`config.mk`:
```
export PLATFORM = sky130hd
export DESIGN_NAME = usr_op_sequencer
export DESIGN_NICKNAME = d
export VERILOG_FILES = /design/src/rtl/usr_seq_pkg.sv /design/src/rtl/usr_op_sequencer.sv
export SDC_FILE = /design/constraint.sdc
export NUM_CORES = 1
export LEC_CHECK = 0
export ABC_CLOCK_PERIOD_IN_PS = 3850
export BUFFER_PORTS_ARGS = -buffer_cell sky130_fd_sc_hd__buf_4
export CAP_MARGIN = 20
export CORE_MARGIN = 2
export CORE_UTILIZATION = 35
export CTS_BUF_LIST = sky130_fd_sc_hd__clkbuf_16
export CTS_CLUSTER_DIAMETER = 150
export DETAILED_ROUTE_END_ITERATION = 8
export SLEW_MARGIN = 20
export SYNTH_ARGS = -nofsm -noshare
export SYNTH_HDL_FRONTEND = slang
export SYNTH_SLANG_ARGS = --single-unit
```
`constraint.sdc`:
```
create_clock -name clk -period 3.85 [get_ports clk]
set_input_delay 0.1925 -clock clk [delete_from_list [all_inputs] [get_ports clk]]
set_output_delay 0.1925 -clock clk [all_outputs]
set_load 0.02 [all_outputs]
```
`src/rtl/usr_seq_pkg.sv`:
```
// Shared op-codes, USR mode encodings and FSM states for the USR op sequencer.
package usr_seq_pkg;

    localparam logic [2:0] OP_NOP   = 3'b000;
    localparam logic [2:0] OP_LOAD  = 3'b001;
    localparam logic [2:0] OP_SHR   = 3'b010;
    localparam logic [2:0] OP_SHL   = 3'b011;
    localparam logic [2:0] OP_ROR   = 3'b100;
    localparam logic [2:0] OP_ROL   = 3'b101;
    localparam logic [2:0] OP_ASR   = 3'b110;
    localparam logic [2:0] OP_CLEAR = 3'b111;

    localparam logic [1:0] SEL_HOLD = 2'b00;
    localparam logic [1:0] SEL_SHR  = 2'b01;
    localparam logic [1:0] SEL_SHL  = 2'b10;
    localparam logic [1:0] SEL_LOAD = 2'b11;

    typedef enum logic [1:0] {
        ST_IDLE = 2'd0,
        ST_EXEC = 2'd1,
        ST_DONE = 2'd2
    } state_t;

    // Right-moving ops feed the MSB end; left-moving ops feed the LSB end.
    function automatic logic [1:0] shift_sel(input logic [2:0] op);
        return (op == OP_SHL || op == OP_ROL) ? SEL_SHL : SEL_SHR;
    endfunction

endpackage

```
`src/rtl/usr_op_sequencer.sv`:
```
// Expands one handshaken command into per-cycle controls for the 8-bit universal
// shift register, using the USR contents fed back on a_q for rotates and ASR.
module usr_op_sequencer
    import usr_seq_pkg::*;
#(
    parameter int unsigned WIDTH = 8,
    parameter int unsigned CNT_W = 4
) (
    input  logic             clk,
    input  logic             rstn,
    input  logic             cmd_valid,
    output logic             cmd_ready,
    input  logic [2:0]       cmd_op,
    input  logic [CNT_W-1:0] cmd_count,
    input  logic [WIDTH-1:0] cmd_data,
    input  logic             cmd_fill,
    input  logic             abort,
    input  logic [WIDTH-1:0] a_q,
    output logic [1:0]       sel,
    output logic             msb_in,
    output logic             lsb_in,
    output logic [WIDTH-1:0] i_data,
    output logic             busy,
    output logic             done
);

    state_t             state_q, state_d;
    logic [1:0]         sel_q, sel_d;
    logic [WIDTH-1:0]   i_data_q, i_data_d;
    logic [2:0]         op_q, op_d;
    logic [CNT_W-1:0]   cnt_q, cnt_d;
    logic               fill_q, fill_d;

    always_ff @(posedge clk or negedge rstn) begin
        if (!rstn) begin
            state_q  <= ST_IDLE;
            sel_q    <= SEL_HOLD;
            i_data_q <= '0;
            op_q     <= OP_NOP;
            cnt_q    <= '0;
            fill_q   <= 1'b0;
        end else begin
            state_q  <= state_d;
            sel_q    <= sel_d;
            i_data_q <= i_data_d;
            op_q     <= op_d;
            cnt_q    <= cnt_d;
            fill_q   <= fill_d;
        end
    end

    // sel is registered, so it is decided one cycle ahead from the next state.
    always_comb begin
        state_d  = state_q;
        sel_d    = SEL_HOLD;
        i_data_d = i_data_q;
        op_d     = op_q;
        cnt_d    = cnt_q;
        fill_d   = fill_q;
        unique case (state_q)
            ST_IDLE: begin
                if (cmd_valid) begin
                    op_d   = cmd_op;
                    cnt_d  = cmd_count;
                    fill_d = cmd_fill;
                    case (cmd_op)
                        OP_NOP: begin
                            state_d = ST_DONE;
                        end
                        OP_LOAD: begin
                            state_d  = ST_EXEC;
                            sel_d    = SEL_LOAD;
                            i_data_d = cmd_data;
                        end
                        OP_CLEAR: begin
                            state_d  = ST_EXEC;
                            sel_d    = SEL_LOAD;
                            i_data_d = '0;
                        end
                        default: begin
                            if (cmd_count == '0) begin
                                state_d = ST_DONE;
                            end else begin
                                state_d = ST_EXEC;
                                sel_d   = shift_sel(cmd_op);
                            end
                        end
                    endcase
                end
            end
            ST_EXEC: begin
                if (abort) begin
                    state_d = ST_IDLE;
                end else if (op_q == OP_LOAD || op_q == OP_CLEAR
                             || cnt_q <= CNT_W'(1)) begin
                    state_d = ST_DONE;
                end else begin
                    cnt_d = cnt_q - CNT_W'(1);
                    sel_d = sel_q;
                end
            end
            ST_DONE: begin
                state_d = ST_IDLE;
            end
            default: begin
                state_d = ST_IDLE;
            end
        endcase
    end

    // Serial inputs follow a_q combinationally so rotates see the value at this edge.
    always_comb begin
        msb_in = 1'b0;
        lsb_in = 1'b0;
        if (state_q == ST_EXEC) begin
            case (op_q)
                OP_SHR:  msb_in = fill_q;
                OP_SHL:  lsb_in = fill_q;
                OP_ROR:  msb_in = a_q[0];
                OP_ROL:  lsb_in = a_q[WIDTH-1];
                OP_ASR:  msb_in = a_q[WIDTH-1];
                default: ;
            endcase
        end
    end

    assign sel       = sel_q;
    assign i_data    = i_data_q;
    assign cmd_ready = (state_q == ST_IDLE);
    assign busy      = (state_q != ST_IDLE);
    assign done      = (state_q == ST_DONE);

endmodule

```
## After elaboration in Yosys (flattened, before gate mapping)

Cells that the tools add are included.

- Bits in registers: 20
- Input bits: 28
- Logic and storage cells: 61

- Add/sub/neg operators: 1
- $lt $le $gt $ge: 1
- Equality and inequality tests: 17
- Muxes and demuxes: 22
- Reduce and logical (&&, ||, !) cells: 14

Operators with widths:

| operator | number |
|---|---|
| == test 3 bit (second input constant) | 6 |
| two-way mux 2 bit | 9 |
| one-hot mux 2 bit (2 select lines) | 4 |
| one-hot mux 8 bit (2 select lines) | 1 |
| two-way mux 4 bit | 3 |
| == test 3 x 2 -> 1 bit (second input constant) | 3 |
| one-hot mux 4 bit (2 select lines) | 1 |
| == test 3 x 1 -> 1 bit (second input constant) | 2 |
| != test 2 bit (second input constant) | 3 |
| nonzero test 2 bit | 3 |
| less-or-equal comparator 4 x 1 -> 1 bit (second input constant) | 1 |
| logical NOT 4 bit | 1 |
| AND reduction 2 bit | 2 |
| AND reduction 4 bit | 1 |
| subtractor 4 x 1 -> 4 bit (second input constant) | 1 |
| logical NOT 3 bit | 1 |
| logical OR 1 bit | 3 |
| != test 3 bit (second input constant) | 1 |
| one-hot mux 1 bit (3 select lines) | 1 |
| AND reduction 3 bit | 1 |
| == test 2 x 1 -> 1 bit (second input constant) | 1 |
| == test 2 bit (second input constant) | 1 |
| logical NOT 2 bit | 1 |
| two-way mux 1 bit | 2 |
| 2 further kinds | 2 |

## Longest topological paths before layout

Gate-level depths: netlist of the first run.

- Word-level depth: 7
- Depth in mapped cells: 6
- Mapped depth without buffers: 6

## Least setup slack after synthesis of the first run

OpenSTA, ideal clock, no wires.

- Kind: register to register
- From: register cnt_q[0]
- To: register cnt_q[0]
- Arrival: 1644 ps
- Setup slack: 2083 ps
- Stages on the path, launching flop included: 7
- Clock period less this slack: 1767 ps
- Path through: dfrtp_1 inv_1 ha_1 or2_2 a221oi_4 o21ai_0 o2bb2ai_1

- Word-level cells in the longest chain between the ends: 4

RTL lines:

| what | RTL line | RTL |
|---|---|---|
| start, declared | usr_op_sequencer.sv:31 | `logic [CNT_W-1:0] cnt_q, cnt_d;` |
| start signal, assigned | usr_op_sequencer.sv:47 | `cnt_q <= cnt_d;` |
| subtractor 4 x 1 -> 4 bit / less-or-equal comparator 4 x 1 -> 1 bit (equally long branches) | usr_op_sequencer.sv:98, usr_op_sequencer.sv:95 |  |
| two-way mux 4 bit / logical OR 1 bit (equally long branches) | usr_op_sequencer.sv:94, usr_op_sequencer.sv:95 |  |
| two-way mux 4 bit / != test 2 bit (equally long branches) | - |  |
| one-hot mux 4 bit (2 select lines) / AND reduction 4 bit (equally long branches) | - |  |

Several ways; a longest one is shown, not always the timed one. The select of a mux whose other input is x is not followed.
A chain may end at the register's enable or synchronous reset.

## Worst setup path in the final report of the first run

Same ends and word-level chain as after synthesis.

==> impl_metrics.env, run 1 <==
export IMPL_start_util=0.366
export IMPL_syn_num_nets=153
export IMPL_grt_antenna_before_repair=0
export IMPL_grt_ovfl_total=0
export IMPL_first_pass_iters=4
export IMPL_cts_sinks=20
export IMPL_fin_skew_ps=3.62
export IMPL_period_share=0.514
export IMPL_worstPathArrival_ps=2110
export IMPL_final_area_um2=1500
export IMPL_area_growth_pct=35.4
export IMPL_reg2regPathDepth=6
export IMPL_max_cap_viol_count=0
export IMPL_synthFlopType="dfrtp_1"
export IMPL_tritoncts="built"
export IMPL_yosys_area_top_type="dfrtp_1"
export IMPL_die_h_um=60.2
export IMPL_clk_pin_slew_ps=60
export IMPL_seq_area_frac_synth=0.452
export IMPL_clk_latency_ps=250
export IMPL_core_um2=3030
export IMPL_numCtsBuffers=3
export IMPL_hold_viol=0
export IMPL_synth_edff_count=0
export IMPL_nets=191
export IMPL_critical_path_slowest_cell="a221oi_4"
export IMPL_grt_start_max_net_pins=21
export IMPL_crit_fanout=8
export IMPL_syn_avg_cell_area_um2=9.00
export IMPL_dp_cells=199
export IMPL_status="complete, no violations"
export IMPL_drive_above_1_share=0.306
export IMPL_portBuffers=36
export IMPL_hold_class="input pin to register"
export IMPL_tns_ps=0
export IMPL_synth_area_um2=1110
export IMPL_powerDensity_nw_per_um2=767
export IMPL_post_cts_buffers=0
export IMPL_diodes=0
export IMPL_period_needed_ps=1980
export IMPL_totalPowerFinal_mw=1.15
export IMPL_critPathCaptureType="register"
export IMPL_max_freq_ghz=0.505
export IMPL_worstSetupPathType="register to register"
export IMPL_ys_top_cells_by_area="dfrtp_1, nand2_1, o21ai_0"
export IMPL_cts_resized=0
export IMPL_dieWidth_um=60.2
export IMPL_gp_congestion=0.757
export IMPL_grt_pass1_wl_um=4350
export IMPL_yosysWarnings=0
export IMPL_synth_async_reset_ratio=1.00
export IMPL_rows=20
export IMPL_cts_root_buffer="clkbuf_16"
export IMPL_slew_headroom=0.385
export IMPL_p_leak_nw=0.732
export IMPL_report_final_slew_viol_count=0
export IMPL_wirelength_um=2450
export IMPL_io_pins=43
export IMPL_cts_htree_levels=1
export IMPL_worstPathRequired_ps=3980
export IMPL_drc_errors=0
export IMPL_wl_per_cell_um=12.0
export IMPL_peakVddDrop_uv=305
export IMPL_hp_start="cmd_fill"
export IMPL_worstReg2RegStart="cnt_q[0]"
export IMPL_die_area_um2=3630
export IMPL_dp_hpwl_um=1890
export IMPL_yosys_cell_count_top_type="nand2_1"
export IMPL_max_stage_delay_ps=510
export IMPL_gr_usage_all_layers=0.158
export IMPL_netlist_instances=123
export IMPL_rsz0062_at_grt="false"
export IMPL_detailed_place_area_um2=1410
export IMPL_fin_cells=204
export IMPL_synth_common_cells="nand2_1, dfrtp_1, o21ai_0, inv_1, nor2_1"
export IMPL_path_cells="inv_1, ha_1, or2_2, a221oi_4, o21ai_0, o2bb2ai_1"
export IMPL_ant_nets=0
export IMPL_worst_slew_pin_transition_ps=918
export IMPL_crit_path_start="cnt_q[0]"
export IMPL_synth_top_area_share=0.452
export IMPL_synth_cell_types=36
export IMPL_routed_via_density=4.86
export IMPL_drt_iter0_markers=27
export IMPL_vias=992
export IMPL_setup_viol=0
export IMPL_start_kind="register"
export IMPL_clockBufferDepth=2
export IMPL_ys_ff_latch=20
export IMPL_holdPathStages=3
export IMPL_grt_pass1_vias=1007
[worst max-delay path, delay by kind of cell (launching register included)]
kind	cells	cell delay, ps
flops	1	390
compound gates	3	830
fa+ha+maj	1	230
buf+inv	1	70
simple gates	1	340
[flip-flops by register name, summed over array words and instances (netlist names)]
name	count
op_q	3
fill_q	1
state_q	2
sel	2
i_data	8
cnt_q	4
[through the flow]
stage	setup WS [ps]	hold slack [ps]	util
2_1_floorplan	2080	-103	-
3_3_place_gp	1930	87.3	0.466
3_5_place_dp	1880	87.0	0.466
4_1_cts	1870	141	0.495
5_1_grt	1710	150	0.495
6_report	1870	146	0.495
[path summary, 6_finish.rpt]
kind                       slack, ps         to
max reg2reg                     1870   cnt_q[0]
min reg2reg                      480     fill_q
min in group asynchronous        350   cnt_q[2]
max                             1870   cnt_q[0]
max in group asynchronous       3280  i_data[4]
min                              150     fill_q
[per-layer routing]
layer / up-vias / share of wire / GRT usage
li1: 496 / - / -
met1: 463 / 0.47 / 0.211
met2: 33 / 0.46 / 0.256
met3: 0 / 0.068 / 0.0303
met4: 0 / 0 / 0.0540
met5: - / 0 / 0
[what timing repair did]
| item | in CTS | in global routing |
|---|---|---|
| hold buffers | 1 | 0 |
| hold endpoints to repair | 20 | 0 |
| endpoints found under the setup margin | 0 | 0 |
[cells by family after synthesis]
family	count (synthesis)	synth area share
flip-flops	20	0.452
AND/OR/NAND/NOR	57	0.253
AO/OA/AOI/OAI	29	0.193
buffers and inverters	11	0.0441
adder cells (fa/ha/maj)	2	0.0226
multiplexers	2	0.0192
XOR/XNOR	2	0.0158
[power by group]
| part | leakage [nW] | switching [mW] | internal, mW |
|---|---|---|---|
| Clock | 0.0385 | 0.0733 | 0.138 |
| Combinational | 0.444 | 0.308 | 0.241 |
| Sequential | 0.249 | 0.0818 | 0.308 |
| Total | 0.732 | 0.463 | 0.687 |
[layout make-up]
type	count	area, µm²
inverters	7	26.3
flip-flops and latches	20	500
fillers	303	1530
clock inverters	1	3.75
clock buffers	3	75.1
repair buffers	37	280
multi-input cells	92	558
well taps	44	55.1
[placed cells by master (no fill, tap or decap), types with 2 or more instances in the layout]
cell type,netlist,layout
a31oi_1,2,2
or2_2,2,2
o221ai_1,2,2
ha_1,2,2
a21oi_1,4,4
o2bb2ai_1,2,2
dfrtp_1,20,20
o21ai_0,10,10
o21ai_1,2,2
nor3_1,2,2
inv_1,7,7
xnor2_1,2,2
nand3_1,3,3
clkbuf_16,0,3
nor2_1,6,6
nand2_1,34,34
buf_4,0,36
Note: power is estimated with default switching activity, not from simulation.
==> inputs of run 2 (changes only) <==
- ABC_CLOCK_PERIOD_IN_PS: 3850 -> 1700
- clock period: 3.85 -> 1.7 ns (I/O delays scaled with it)
==> run 2 against run 1 <==
Utilization up 2.0 points. Clock power increased by 120%. Largest cell class unchanged. Critical endpoint is now cnt_q[2]. Highest routed layer unchanged. First-iteration DRC count grew 26%. Die area is the same. Cell count grew 2.9%. Critical path type unchanged.
==> impl_metrics.env, run 2 (synthesis results as in run 1) <==
export IMPL_setup_viol=0
export IMPL_worstPathArrival_ps=1750
export IMPL_max_cap_viol_count=0
export IMPL_fin_skew_ps=1.18
export IMPL_wirelength_um=2430
export IMPL_cts_root_buffer="clkbuf_16"
export IMPL_numCtsBuffers=3
export IMPL_dp_slack_ps=-26.5
export IMPL_path_cells="inv_1, ha_2, or2_4, a221oi_4, buf_6, nor2_4, a2bb2oi_2"
export IMPL_fin_util=0.515
export IMPL_crit_family="compound AO/OA/AOI/OAI gates"
export IMPL_area_growth_pct=40.9
export IMPL_crit_buf_inv=2
export IMPL_drt_iter0_markers=34
export IMPL_cts_sinks=20
export IMPL_peakVddDrop_uv=657
export IMPL_period_share=0.954
export IMPL_totalPowerFinal_mw=2.71
export IMPL_gp_congestion=0.800
export IMPL_routed_via_density=4.81
export IMPL_core_um2=3030
export IMPL_cts_htree_levels=1
export IMPL_die_h_um=60.2
export IMPL_worstPathRequired_ps=1830
export IMPL_grt_pass1_wl_um=4060
export IMPL_hold_class="input pin to register"
export IMPL_crit_fanout=5
export IMPL_portBuffers=36
export IMPL_vias=1011
export IMPL_max_freq_ghz=0.616
export IMPL_rows=20
export IMPL_wl_per_cell_um=11.6
export IMPL_start_util=0.366
export IMPL_clockBufferDepth=2
export IMPL_holdWs_ps=38.7
export IMPL_final_cell_mix="buf_4, nand2_1, dfrtp_1"
export IMPL_worst_slew_pin_transition_ps=415
export IMPL_grt_ovfl_total=0
export IMPL_tritoncts="built"
export IMPL_period_needed_ps=1620
export IMPL_p_leak_nw=0.767
export IMPL_hold_viol=0
export IMPL_grt_pass1_vias=1000
export IMPL_final_common_cell="buf_4"
export IMPL_worstSetupPathType="register to register"
export IMPL_drive_above_1_share=0.343
export IMPL_detailed_place_area_um2=1440
export IMPL_critical_path_slowest_cell="dfrtp_1"
export IMPL_drc_errors=0
export IMPL_clk_latency_ps=240
export IMPL_gr_usage_all_layers=0.148
export IMPL_dp_hpwl_um=1910
export IMPL_grt_start_max_net_pins=21
export IMPL_dp_cells=203
export IMPL_final_area_um2=1560
export IMPL_slew_headroom=0.722
export IMPL_worst_slack_ps=77.5
export IMPL_dieWidth_um=60.2
export IMPL_max_stage_delay_ps=380
export IMPL_tns_ps=0
export IMPL_ant_nets=0
export IMPL_start_kind="register"
export IMPL_diodes=0
export IMPL_grt_antenna_before_repair=0
export IMPL_fin_cells=210
export IMPL_report_final_slew_viol_count=0
export IMPL_clk_pin_slew_ps=50
export IMPL_nets=198
export IMPL_powerDensity_nw_per_um2=1740
export IMPL_io_pins=43
export IMPL_status="complete, no violations"
export IMPL_die_area_um2=3630
export IMPL_largest_register_ff_count=8
export IMPL_critPathCaptureType="register"
export IMPL_first_pass_iters=5
-- run 2: changes by cell type in the layout (fill, tap and decap cells not counted) --
cell and delta:
ha_1 -1, or2_2 -1, o21ai_0 -1, or2_4 +1, o21ai_1 +1, buf_4 +5, buf_6 +2, ha_2 +1
clkinv_1 -1
-- run 2: worst paths after layout --
check | startpoint | cells past startpoint | endpoint | slack (ps)
setup / recovery | cnt_q[0] | 7 | cnt_q[2] | 80
hold / removal | cmd_fill | 3 | fill_q | 40
setup reg to reg | cnt_q[0] | 7 | cnt_q[2] | 80
hold reg to reg | i_data[0] | 2 | i_data[0] | 480
max in group asynchronous | rstn | 2 | cnt_q[1] | 1240
min in group asynchronous | rstn | 2 | i_data[3] | 250
-- run 2: final cells by class --
type	count	area [µm²]
Multi-Input combinational cell	92	563
Sequential cell	20	500
Clock buffer	3	75.1
Fill cell	312	1470
Tap cell	44	55.1
Inverter	7	26.3
Timing Repair Buffer	44	340
-- run 2: report_power, final --
part | total [mW] | internal, mW | leakage, nW | switching, mW
Sequential | 0.885 | 0.698 | 0.249 | 0.187
Combinational | 1.37 | 0.643 | 0.481 | 0.725
Clock | 0.454 | 0.309 | 0.0370 | 0.145
Total | 2.71 | 1.65 | 0.767 | 1.06
-- run 2: what timing repair did --
item,4_1_cts,5_1_grt
hold endpoints to repair,20,0
setup endpoints to repair,4,8
pin swaps,1,1
gates resized for setup,2,1
hold buffers,1,0
gates cloned,0,0
buffers inserted,1,2
-- run 2: worst reg2reg max path, stage by stage (launching register included) --
cell and delay, ps:
dfrtp_1 380, inv_1 70, ha_2 180, or2_4 260, a221oi_4 260, buf_6 160, nor2_4 50, a2bb2oi_2 150
-- run 2: routing by layer --
| layer | up-vias | share of wire | routed length (µm) | track usage |
|---|---|---|---|---|
| li1 | 508 | - | - | - |
| met1 | 477 | 0.47 | 1130 | 0.180 |
| met2 | 26 | 0.49 | 1180 | 0.261 |
| met3 | 0 | 0.047 | 113 | 0.0260 |
| met4 | 0 | 0 | 0 | 0.0508 |
| met5 | - | 0 | 0 | 0 |
==> inputs of run 3 (changes only) <==
- CORE_UTILIZATION: 35 -> 30
- HOLD_SLACK_MARGIN: not set -> 0.1
==> run 3 against run 2 <==
Clock power up 5.1%. Critical path type unchanged. Setup slack got worse by 26 ps. Non-clock buffer count up 9. Cell area rose by 6.1%.
==> impl_metrics.env, run 3 (synthesis results as in run 1) <==
export IMPL_power_switching_mw=1.08
export IMPL_core_um2=3610
export IMPL_p_int_mw=1.66
export IMPL_setup_viol=0
export IMPL_cts_root_buffer="clkbuf_16"
export IMPL_hold_class="input pin to register"
export IMPL_p_leak_nw=0.805
export IMPL_clk_latency_ps=250
export IMPL_worstPathArrival_ps=1780
export IMPL_final_common_cell="buf_4"
export IMPL_start_kind="register"
export IMPL_r2r_slack_ps=50
export IMPL_worst_slew_pin_transition_ps=405
export IMPL_fin_skew_ps=1.29
export IMPL_grt_util_met2=0.255
export IMPL_tns_ps=0
export IMPL_worst_slack_ps=51.5
export IMPL_clkPwrFrac=0.174
export IMPL_drive_above_1_share=0.324
export IMPL_wl_per_cell_um=12.0
export IMPL_dieWidth_um=64.8
export IMPL_max_freq_ghz=0.607
export IMPL_period_needed_ps=1650
export IMPL_ant_nets=0
export IMPL_crit_end="cnt_q[2]"
export IMPL_area_growth_pct=49.5
export IMPL_reg2regPathDepth=7
export IMPL_vias=1029
export IMPL_final_cell_mix="buf_4, nand2_1, dfrtp_1"
export IMPL_grt_pass1_vias=1092
export IMPL_rr_endpoint="cnt_q[2]"
export IMPL_clockBufferDepth=2
export IMPL_grt_start_max_net_pins=21
export IMPL_portBuffers=36
export IMPL_grt_pass1_wl_um=4760
export IMPL_status="complete, no violations"
export IMPL_use_met3=0.0243
export IMPL_cts_htree_levels=1
export IMPL_clk_pin_slew_ps=50
export IMPL_largest_register_ff_count=8
export IMPL_worstSetupPathType="register to register"
export IMPL_top_usage_layer="met2"
export IMPL_worstReg2RegStart="cnt_q[0]"
export IMPL_drt_iter0_markers=60
export IMPL_swShare=0.395
export IMPL_numCtsBuffers=3
export IMPL_critPathCaptureType="register"
export IMPL_use_met1=0.176
export IMPL_wirelength_um=2690
export IMPL_hold_viol=0
export IMPL_combPwrFrac=0.503
export IMPL_rows=22
export IMPL_rsz0062_at_grt="true"
export IMPL_tritoncts="built"
export IMPL_fill_cells=350
export IMPL_gr_usage_all_layers=0.141
export IMPL_first_pass_iters=4
export IMPL_peakVddDrop_uv=532
export IMPL_grt_ovfl_total=0
export IMPL_p_seq_frac=0.323
export IMPL_worstPathRequired_ps=1830
export IMPL_nets=207
export IMPL_max_cap_viol_count=0
export IMPL_die_area_um2=4190
export IMPL_slew_headroom=0.729
export IMPL_report_final_slew_viol_count=0
export IMPL_routed_via_density=4.59
export IMPL_grt_antenna_before_repair=0
export IMPL_crit_fanout=4
export IMPL_period_share=0.970
export IMPL_io_pins=43
export IMPL_start_util=0.307
export IMPL_powerDensity_nw_per_um2=1660
export IMPL_dp_hpwl_um=2040
export IMPL_dp_slack_ps=-31.1
export IMPL_die_h_um=64.8
export IMPL_drc_errors=0
export IMPL_crit_path_start="cnt_q[0]"
export IMPL_fin_util=0.459
export IMPL_cts_sinks=20
export IMPL_gp_congestion=0.909
export IMPL_diodes=0
-- run 3: repair_timing --
item | CTS | global route
hold buffers | 10 | 0
buffers inserted | 2 | 1
resized for setup | 1 | 1
pin swaps | 1 | 1
endpoints found under the setup margin | 5 | 5
hold endpoints to repair | 29 | 0
-- run 3: how the worst min path moves through the flow --
stage | from | end | slack (ps) | depth (start not counted)
6_report | cmd_data[4] | i_data[4] | 100 | 3
2_1_floorplan | rstn | cnt_q[0] | -210 | 0
4_1_cts | cmd_data[4] | i_data[4] | 110 | 3
3_5_place_dp | rstn | fill_q | -20 | 1
3_3_place_gp | rstn | fill_q | -20 | 1
5_1_grt | cmd_data[4] | i_data[4] | 130 | 3
-- run 3: power by group through the flow --
| stage | combinational [mW] | sequential (mW) | clock, mW |
|---|---|---|---|
| finish | 1.38 | 0.886 | 0.477 |
| global route | 1.52 | 0.922 | 0.516 |
| CTS | 1.37 | 0.890 | 0.492 |
| detailed placement | 1.32 | 0.896 | 0 |
| global placement | 1.29 | 0.883 | 0 |
| floorplan | 0.735 | 0.984 | 0 |
-- run 3: layer usage --
layer | vias up | part of all wire
met5 | - | 0
met3 | 0 | 0.056
met4 | 0 | 0
li1 | 527 | -
met2 | 33 | 0.48
met1 | 469 | 0.46
-- run 3: area by class of cell --
cell class	count	area (µm²)	area share
sequential	20	500	0.302
inverter	7	26.3	0.0159
multi-input combinational	92	563	0.340
tap	48	60.1	0.0363
clock buffer	3	75.1	0.0454
timing repair buffer	53	427	0.258
clock inverter	1	3.75	0.00227
-- run 3: stage by stage --
step	std cells	hold WS (ps)	area, µm²	total power [mW]
6_report	224	102	1660	2.74
5_1_grt	224	135	1660	2.96
4_1_cts	223	109	1650	2.76
3_5_place_dp	207	-18.1	1450	2.22
3_3_place_gp	207	-21.9	1450	2.17
2_1_floorplan	123	-211	1110	1.72
-- run 3: critical path: stages, from the launching register on --
cell and delay [ps]:
dfrtp_1 370, inv_1 70, ha_2 190, or2_4 250, a221oi_4 290, buf_6 160, nor2_4 50, a2bb2oi_2 150
